===== src/rtl/rv32_ctrl_pkg.sv =====
// Shared encodings for the multi-cycle RV32I control path: FSM states, opcodes,
// ALU operation classes, ALU control codes and datapath mux selects.
package rv32_ctrl_pkg;

  localparam int STATE_W   = 4;
  localparam int ALUCTRL_W = 3;

  typedef enum logic [STATE_W-1:0] {
    S_FETCH    = 4'd0,
    S_DECODE   = 4'd1,
    S_MEMADR   = 4'd2,
    S_MEMREAD  = 4'd3,
    S_MEMWB    = 4'd4,
    S_MEMWRITE = 4'd5,
    S_EXECR    = 4'd6,
    S_ALUWB    = 4'd7,
    S_EXECI    = 4'd8,
    S_JAL      = 4'd9,
    S_BEQ      = 4'd10
  } state_t;

  localparam logic [6:0] OP_LW  = 7'b0000011;
  localparam logic [6:0] OP_SW  = 7'b0100011;
  localparam logic [6:0] OP_R   = 7'b0110011;
  localparam logic [6:0] OP_I   = 7'b0010011;
  localparam logic [6:0] OP_BEQ = 7'b1100011;
  localparam logic [6:0] OP_JAL = 7'b1101111;

  typedef enum logic [1:0] {
    ALUOP_ADD   = 2'b00,
    ALUOP_SUB   = 2'b01,
    ALUOP_FUNCT = 2'b10
  } alu_op_t;

  localparam logic [ALUCTRL_W-1:0] ALU_ADD = 3'b000;
  localparam logic [ALUCTRL_W-1:0] ALU_SUB = 3'b001;
  localparam logic [ALUCTRL_W-1:0] ALU_AND = 3'b010;
  localparam logic [ALUCTRL_W-1:0] ALU_OR  = 3'b011;
  localparam logic [ALUCTRL_W-1:0] ALU_SLT = 3'b101;

  localparam logic [1:0] IMM_I = 2'b00;
  localparam logic [1:0] IMM_S = 2'b01;
  localparam logic [1:0] IMM_B = 2'b10;
  localparam logic [1:0] IMM_J = 2'b11;

  localparam logic [1:0] RES_ALUOUT    = 2'b00;
  localparam logic [1:0] RES_READDATA  = 2'b01;
  localparam logic [1:0] RES_ALURESULT = 2'b10;

  localparam logic [1:0] SRCA_PC    = 2'b00;
  localparam logic [1:0] SRCA_OLDPC = 2'b01;
  localparam logic [1:0] SRCA_RS1   = 2'b10;

  localparam logic [1:0] SRCB_RS2  = 2'b00;
  localparam logic [1:0] SRCB_IMM  = 2'b01;
  localparam logic [1:0] SRCB_FOUR = 2'b10;

  // Opcodes without an immediate (R-type, unknown) fall back to the I format.
  function automatic logic [1:0] imm_src_of(input logic [6:0] op);
    case (op)
      OP_SW:   return IMM_S;
      OP_BEQ:  return IMM_B;
      OP_JAL:  return IMM_J;
      default: return IMM_I;
    endcase
  endfunction

endpackage


===== src/rtl/rv32_alu_decoder.sv =====
// Maps the FSM's ALU operation class plus funct3/funct7b5/op[5] to alu_control.
module rv32_alu_decoder
  import rv32_ctrl_pkg::*;
(
  input  alu_op_t                i_alu_op,
  input  logic [2:0]             i_funct3,
  input  logic                   i_funct7b5,
  input  logic                   i_op5,
  output logic [ALUCTRL_W-1:0]   o_alu_control
);

  always_comb begin
    o_alu_control = ALU_ADD;
    case (i_alu_op)
      ALUOP_ADD: o_alu_control = ALU_ADD;
      ALUOP_SUB: o_alu_control = ALU_SUB;
      ALUOP_FUNCT: begin
        case (i_funct3)
          // Only R-type (op[5]=1) subtracts; addi ignores instr[30].
          3'b000:  o_alu_control = (i_op5 & i_funct7b5) ? ALU_SUB : ALU_ADD;
          3'b010:  o_alu_control = ALU_SLT;
          3'b110:  o_alu_control = ALU_OR;
          3'b111:  o_alu_control = ALU_AND;
          default: o_alu_control = ALU_ADD;
        endcase
      end
      default: o_alu_control = ALU_ADD;
    endcase
  end

endmodule


===== src/rtl/rv32_multicycle_ctrl.sv =====
// Main control FSM of the multi-cycle RV32I core (Moore outputs, state on dbg_state).
// Optional memory wait states are enabled by defining MEM_WAIT_EN (adds mem_ready).
module rv32_multicycle_ctrl
  import rv32_ctrl_pkg::*;
(
  input  logic                  clk,
  input  logic                  rst_n,
`ifdef MEM_WAIT_EN
  input  logic                  mem_ready,
`endif
  input  logic [6:0]            op,
  input  logic [2:0]            funct3,
  input  logic                  funct7b5,
  input  logic                  zero,
  output logic [1:0]            imm_src,
  output logic                  pc_write,
  output logic                  adr_src,
  output logic                  mem_write,
  output logic                  ir_write,
  output logic [1:0]            result_src,
  output logic [1:0]            alu_src_a,
  output logic [1:0]            alu_src_b,
  output logic [ALUCTRL_W-1:0]  alu_control,
  output logic                  reg_write,
  output logic                  illegal_op,
  output logic [STATE_W-1:0]    dbg_state
);

  state_t  r_state;
  state_t  w_next;
  alu_op_t w_alu_op;
  logic    w_mem_ready;
  logic    w_pc_update;
  logic    w_branch;
  logic    w_ir_write;
  logic    w_mem_write;
  logic    w_reg_write;

`ifdef MEM_WAIT_EN
  assign w_mem_ready = mem_ready;
`else
  assign w_mem_ready = 1'b1;
`endif

  always_ff @(posedge clk or negedge rst_n) begin
    if (!rst_n) r_state <= S_FETCH;
    else        r_state <= w_next;
  end

  always_comb begin
    w_next      = S_FETCH;
    w_alu_op    = ALUOP_ADD;
    w_pc_update = 1'b0;
    w_branch    = 1'b0;
    w_ir_write  = 1'b0;
    w_mem_write = 1'b0;
    w_reg_write = 1'b0;
    adr_src     = 1'b0;
    result_src  = RES_ALUOUT;
    alu_src_a   = SRCA_PC;
    alu_src_b   = SRCB_RS2;
    illegal_op  = 1'b0;
    case (r_state)
      S_FETCH: begin
        w_ir_write  = w_mem_ready;
        w_pc_update = w_mem_ready;
        alu_src_a   = SRCA_PC;
        alu_src_b   = SRCB_FOUR;
        result_src  = RES_ALURESULT;
        w_next      = w_mem_ready ? S_DECODE : S_FETCH;
      end
      S_DECODE: begin
        // Precompute PC+imm into ALUOut for beq/jal.
        alu_src_a = SRCA_OLDPC;
        alu_src_b = SRCB_IMM;
        case (op)
          OP_LW, OP_SW: w_next = S_MEMADR;
          OP_R:         w_next = S_EXECR;
          OP_I:         w_next = S_EXECI;
          OP_JAL:       w_next = S_JAL;
          OP_BEQ:       w_next = S_BEQ;
          default: begin
            illegal_op = 1'b1;
            w_next     = S_FETCH;
          end
        endcase
      end
      S_MEMADR: begin
        alu_src_a = SRCA_RS1;
        alu_src_b = SRCB_IMM;
        w_next    = (op == OP_LW) ? S_MEMREAD : S_MEMWRITE;
      end
      S_MEMREAD: begin
        adr_src = 1'b1;
        w_next  = w_mem_ready ? S_MEMWB : S_MEMREAD;
      end
      S_MEMWB: begin
        result_src  = RES_READDATA;
        w_reg_write = 1'b1;
        w_next      = S_FETCH;
      end
      S_MEMWRITE: begin
        adr_src     = 1'b1;
        w_mem_write = 1'b1;
        w_next      = w_mem_ready ? S_FETCH : S_MEMWRITE;
      end
      S_EXECR: begin
        alu_src_a = SRCA_RS1;
        alu_src_b = SRCB_RS2;
        w_alu_op  = ALUOP_FUNCT;
        w_next    = S_ALUWB;
      end
      S_EXECI: begin
        alu_src_a = SRCA_RS1;
        alu_src_b = SRCB_IMM;
        w_alu_op  = ALUOP_FUNCT;
        w_next    = S_ALUWB;
      end
      S_ALUWB: begin
        result_src  = RES_ALUOUT;
        w_reg_write = 1'b1;
        w_next      = S_FETCH;
      end
      S_BEQ: begin
        alu_src_a  = SRCA_RS1;
        alu_src_b  = SRCB_RS2;
        w_alu_op   = ALUOP_SUB;
        result_src = RES_ALUOUT;
        w_branch   = 1'b1;
        w_next     = S_FETCH;
      end
      S_JAL: begin
        alu_src_a   = SRCA_OLDPC;
        alu_src_b   = SRCB_FOUR;
        result_src  = RES_ALUOUT;
        w_pc_update = 1'b1;
        w_next      = S_ALUWB;
      end
      default: w_next = S_FETCH;
    endcase
  end

  rv32_alu_decoder u_alu_dec (
    .i_alu_op      (w_alu_op),
    .i_funct3      (funct3),
    .i_funct7b5    (funct7b5),
    .i_op5         (op[5]),
    .o_alu_control (alu_control)
  );

  // Write enables are killed combinationally so nothing commits while reset is held.
  assign pc_write  = rst_n & (w_pc_update | (w_branch & zero));
  assign ir_write  = rst_n & w_ir_write;
  assign mem_write = rst_n & w_mem_write;
  assign reg_write = rst_n & w_reg_write;
  assign imm_src   = imm_src_of(op);
  assign dbg_state = r_state;

endmodule


===== config.mk =====
export PLATFORM = sky130hd
export DESIGN_NAME = rv32_multicycle_ctrl
export DESIGN_NICKNAME = d
export VERILOG_FILES = /design/src/rtl/rv32_ctrl_pkg.sv /design/src/rtl/rv32_alu_decoder.sv /design/src/rtl/rv32_multicycle_ctrl.sv
export SDC_FILE = /design/constraint.sdc
export NUM_CORES = 1
export LEC_CHECK = 0
export ABC_CLOCK_PERIOD_IN_PS = 1950
export BUFFER_PORTS_ARGS = -buffer_cell sky130_fd_sc_hd__buf_2
export CORE_MARGIN = 4
export CORE_UTILIZATION = 44
export CTS_CLUSTER_DIAMETER = 120
export CTS_CLUSTER_SIZE = 16
export DETAILED_ROUTE_END_ITERATION = 7
export HOLD_SLACK_MARGIN = 0.08
export PLACE_DENSITY = 0.8
export SLEW_MARGIN = 20
export SYNTH_ARGS = -nofsm -noshare
export SYNTH_HDL_FRONTEND = slang
export SYNTH_SLANG_ARGS = --single-unit

===== constraint.sdc =====
create_clock -name clk -period 1.95 [get_ports clk]
set_input_delay 0.39 -clock clk [delete_from_list [all_inputs] [get_ports clk]]
set_output_delay 0.39 -clock clk [all_outputs]
set_load 0.02 [all_outputs]

==> impl_metrics.env <==
export IMPL_die_y_um=47.0
export IMPL_critPathLaunchType="flop"
export IMPL_hpwl_um=1470
export IMPL_core_area_um2=1370
export IMPL_reg2reg_from="dbg_state[1]"
export IMPL_drtAntennaViolNets=0
export IMPL_critPathRequiredTime_ps=1560
export IMPL_setup_viol=4
export IMPL_synthToLayoutAreaGrowth_pct=59.4
export IMPL_synth_area_um2=669
export IMPL_antenna_found_initial=0
export IMPL_synth_top_area_share_pct=15.0
export IMPL_ys_ff_latch=4
export IMPL_antenna_cells=0
export IMPL_remaining_drc_errors=0
export IMPL_grt_pass1_wl_um=3130
export IMPL_viasPerCell=5.70
export IMPL_avgSynthCellArea_um2=7.78
export IMPL_finalPower_uw=833
export IMPL_clockBufferDepth=2
export IMPL_r2r_end="dbg_state[1]"
export IMPL_grt_pass1_vias=723
export IMPL_worstMarginPinSlew_ps=373
export IMPL_r2r_cells=5
export IMPL_cts_tree="built"
export IMPL_postSynthCellCount=86
export IMPL_yosys_area_top_type="dfrtp_1"
export IMPL_portBuffers=34
export IMPL_drive_above_1_share_pct=58.6
export IMPL_fp_dieArea_um2=2210
export IMPL_finalWeightedCongestion=0.774
export IMPL_cts_buffers=3
export IMPL_clock_latency_ps=250
export IMPL_relSlewSlack_pct=74.9
export IMPL_setup_ws_ps=-150
export IMPL_synth_net_count=102
export IMPL_clkTransAtPathRegs_ps=50
export IMPL_cts_max_level=1
export IMPL_synth_main_ff_cell="dfrtp_1"
export IMPL_placed_area_um2=925
export IMPL_maxCapViolCount=0
export IMPL_grt_setup_unrepaired="true"
export IMPL_ys_types=39
export IMPL_fin_crit_ps=2100
export IMPL_finalWirelength_um=2200
export IMPL_gr_usage_all_layers_pct=20.0
export IMPL_status="finished with violations"
export IMPL_end_kind="primary output"
export IMPL_report_final_slew_viol_count=0
export IMPL_async_flop_share_pct=100
export IMPL_cts_root_buf="clkbuf_4"
export IMPL_path_max_fanout=5
export IMPL_reg2reg_slack_ps=550
export IMPL_fin_crit_sh_pct=108
export IMPL_grt_start_max_net_pins=15
export IMPL_hold_viol=0
export IMPL_die_w_um=47.0
export IMPL_synth_most_common_cell="nand2_1"
export IMPL_power_leakage_nw=0.536
export IMPL_rows=13
export IMPL_crit_type="reg2out"
export IMPL_dr_pass1_iters=4
export IMPL_wl_per_cell_um=14.8
export IMPL_peakVddDrop_mv=0.590
export IMPL_grt_use_met2_pct=38.2
export IMPL_start_util_pct=49.0
export IMPL_skew_ps=5.86
export IMPL_max_freq_ghz=0.476
export IMPL_design_portCount=35
export IMPL_arrival_ps=1710
export IMPL_largest_reg_flops=4
export IMPL_clkSinkCount=4
export IMPL_worst_hold_slack_ps=503
export IMPL_met1_usage_pct=21.2
export IMPL_grt_remaining_overflow=0
export IMPL_p_per_area_nw_per_um2=780
export IMPL_yosys_warnings=0
export IMPL_synth_top_cells_by_count="10 x nand2_1, 8 x nor2_1, 5 x inv_1, 5 x nor2b_1"
export IMPL_nets=150
export IMPL_design_area_um2=1070
export IMPL_via_count=844
export IMPL_busiest_layer="met2"
export IMPL_hold_class="in2async"
export IMPL_drt_iter0_markers=20
export IMPL_violations="negative setup slack"
export IMPL_synth_edf_count=0
export IMPL_met3_usage_pct=5.75
export IMPL_seq_area_frac_synth_pct=15.0
export IMPL_synthTopCellsByArea="dfrtp_1 15%, nand2_1 5.6%, nor2b_1 4.7%, nor2_1 4.5%, nor4b_2 4.5%"
[metal layers]
| layer | vias to the layer above | share of wire (%) |
|---|---|---|
| met5 | - | 0 |
| met3 | 4 | 8.4 |
| li1 | 406 | - |
| met2 | 41 | 51 |
| met4 | 0 | 2.0 |
| met1 | 393 | 39 |
[cell families after synthesis]
kind of cell / share of synthesized area (%)
simple gates: 48.8
compound gates: 19.4
buf+inv: 9.16
flops: 15.0
xor+xnor: 3.93
fa+ha+maj: 3.74
[metrics by stage]
stage                     utilization, %  setup TNS [ps]  instances  worst slack [ps]
after floorplan                        -               0         86              14.9
final                               78.1            -347        148              -150
after detailed placement            67.7               0        138              78.9
after CTS                           75.1            -284        146              -123
after global placement              67.7               0        138               119
after global routing                78.1            -739        148              -218
[area by class of cell]
type	count	area, um2
Multi-Input combinational cell	72	598
Timing Repair Buffer	48	302
Fill cell	105	299
Sequential cell	4	104
Clock buffer	4	26.3
Inverter	5	18.8
Tap cell	15	18.8
[what timing repair did]
action,4_1_cts,5_1_grt
gates resized for setup,12,10
setup buffers,3,2
setup endpoints to repair,4,8
hold endpoints to repair,4,0
hold buffers,1,0
pin swaps,4,2
[worst max-delay path, cell delays in order (launching register included)]
cell,delay (ps)
dfrtp_2,450
nor2b_4,140
nand2_2,70
a21oi_2,120
ha_2,180
buf_4,120
nand2_4,60
nor3b_4,190
buf_6,140
[worst max path at each step]
stage | end | depth (start not counted) | start | slack (ps)
5_1_grt | alu_control[1] | 8 | dbg_state[1] | -220
4_1_cts | alu_control[0] | 8 | dbg_state[1] | -120
6_report | alu_control[1] | 8 | dbg_state[3] | -150
2_1_floorplan | alu_control[0] | 8 | dbg_state[1] | 10
3_3_place_gp | alu_control[1] | 7 | dbg_state[1] | 120
3_5_place_dp | alu_control[1] | 7 | dbg_state[2] | 80
[placed cells by master (no fill, tap or decap), drive strengths merged]
cell type / synthesis / routed
a21o: 2 / 2
and3b: 1 / 1
a41oi: 1 / 1
o21a: 1 / 1
nand2: 10 / 10
o41ai: 1 / 1
nand3b: 1 / 1
nor2b: 5 / 5
nand3: 1 / 1
xor2: 2 / 2
nand4b: 1 / 1
nor4b: 3 / 3
a31oi: 1 / 1
nor3b: 3 / 3
inv: 5 / 5
o2111ai: 1 / 1
nand2b: 2 / 2
a211oi: 1 / 1
a21oi: 4 / 4
and3: 1 / 1
xnor2: 1 / 1
o22a: 1 / 1
dlygate4sd3: 0 / 1
and4bb: 2 / 2
nor2: 8 / 8
buf: 5 / 47
dfrtp: 4 / 4
and2: 2 / 2
ha: 2 / 2
nor4: 3 / 3
nor3: 4 / 4
clkbuf: 0 / 4
or3: 1 / 1
nand4bb: 1 / 1
o21ai: 5 / 5
[power by group]
group / total, mW / internal (mW) / switching, mW / leakage, nW
sequential: 0.119 / 0.0983 / 0.0202 / 0.0483
combinational: 0.591 / 0.250 / 0.341 / 0.473
clock: 0.124 / 0.0776 / 0.0463 / 0.0150
total: 0.833 / 0.426 / 0.407 / 0.536
(Power assumes the default switching activity.)
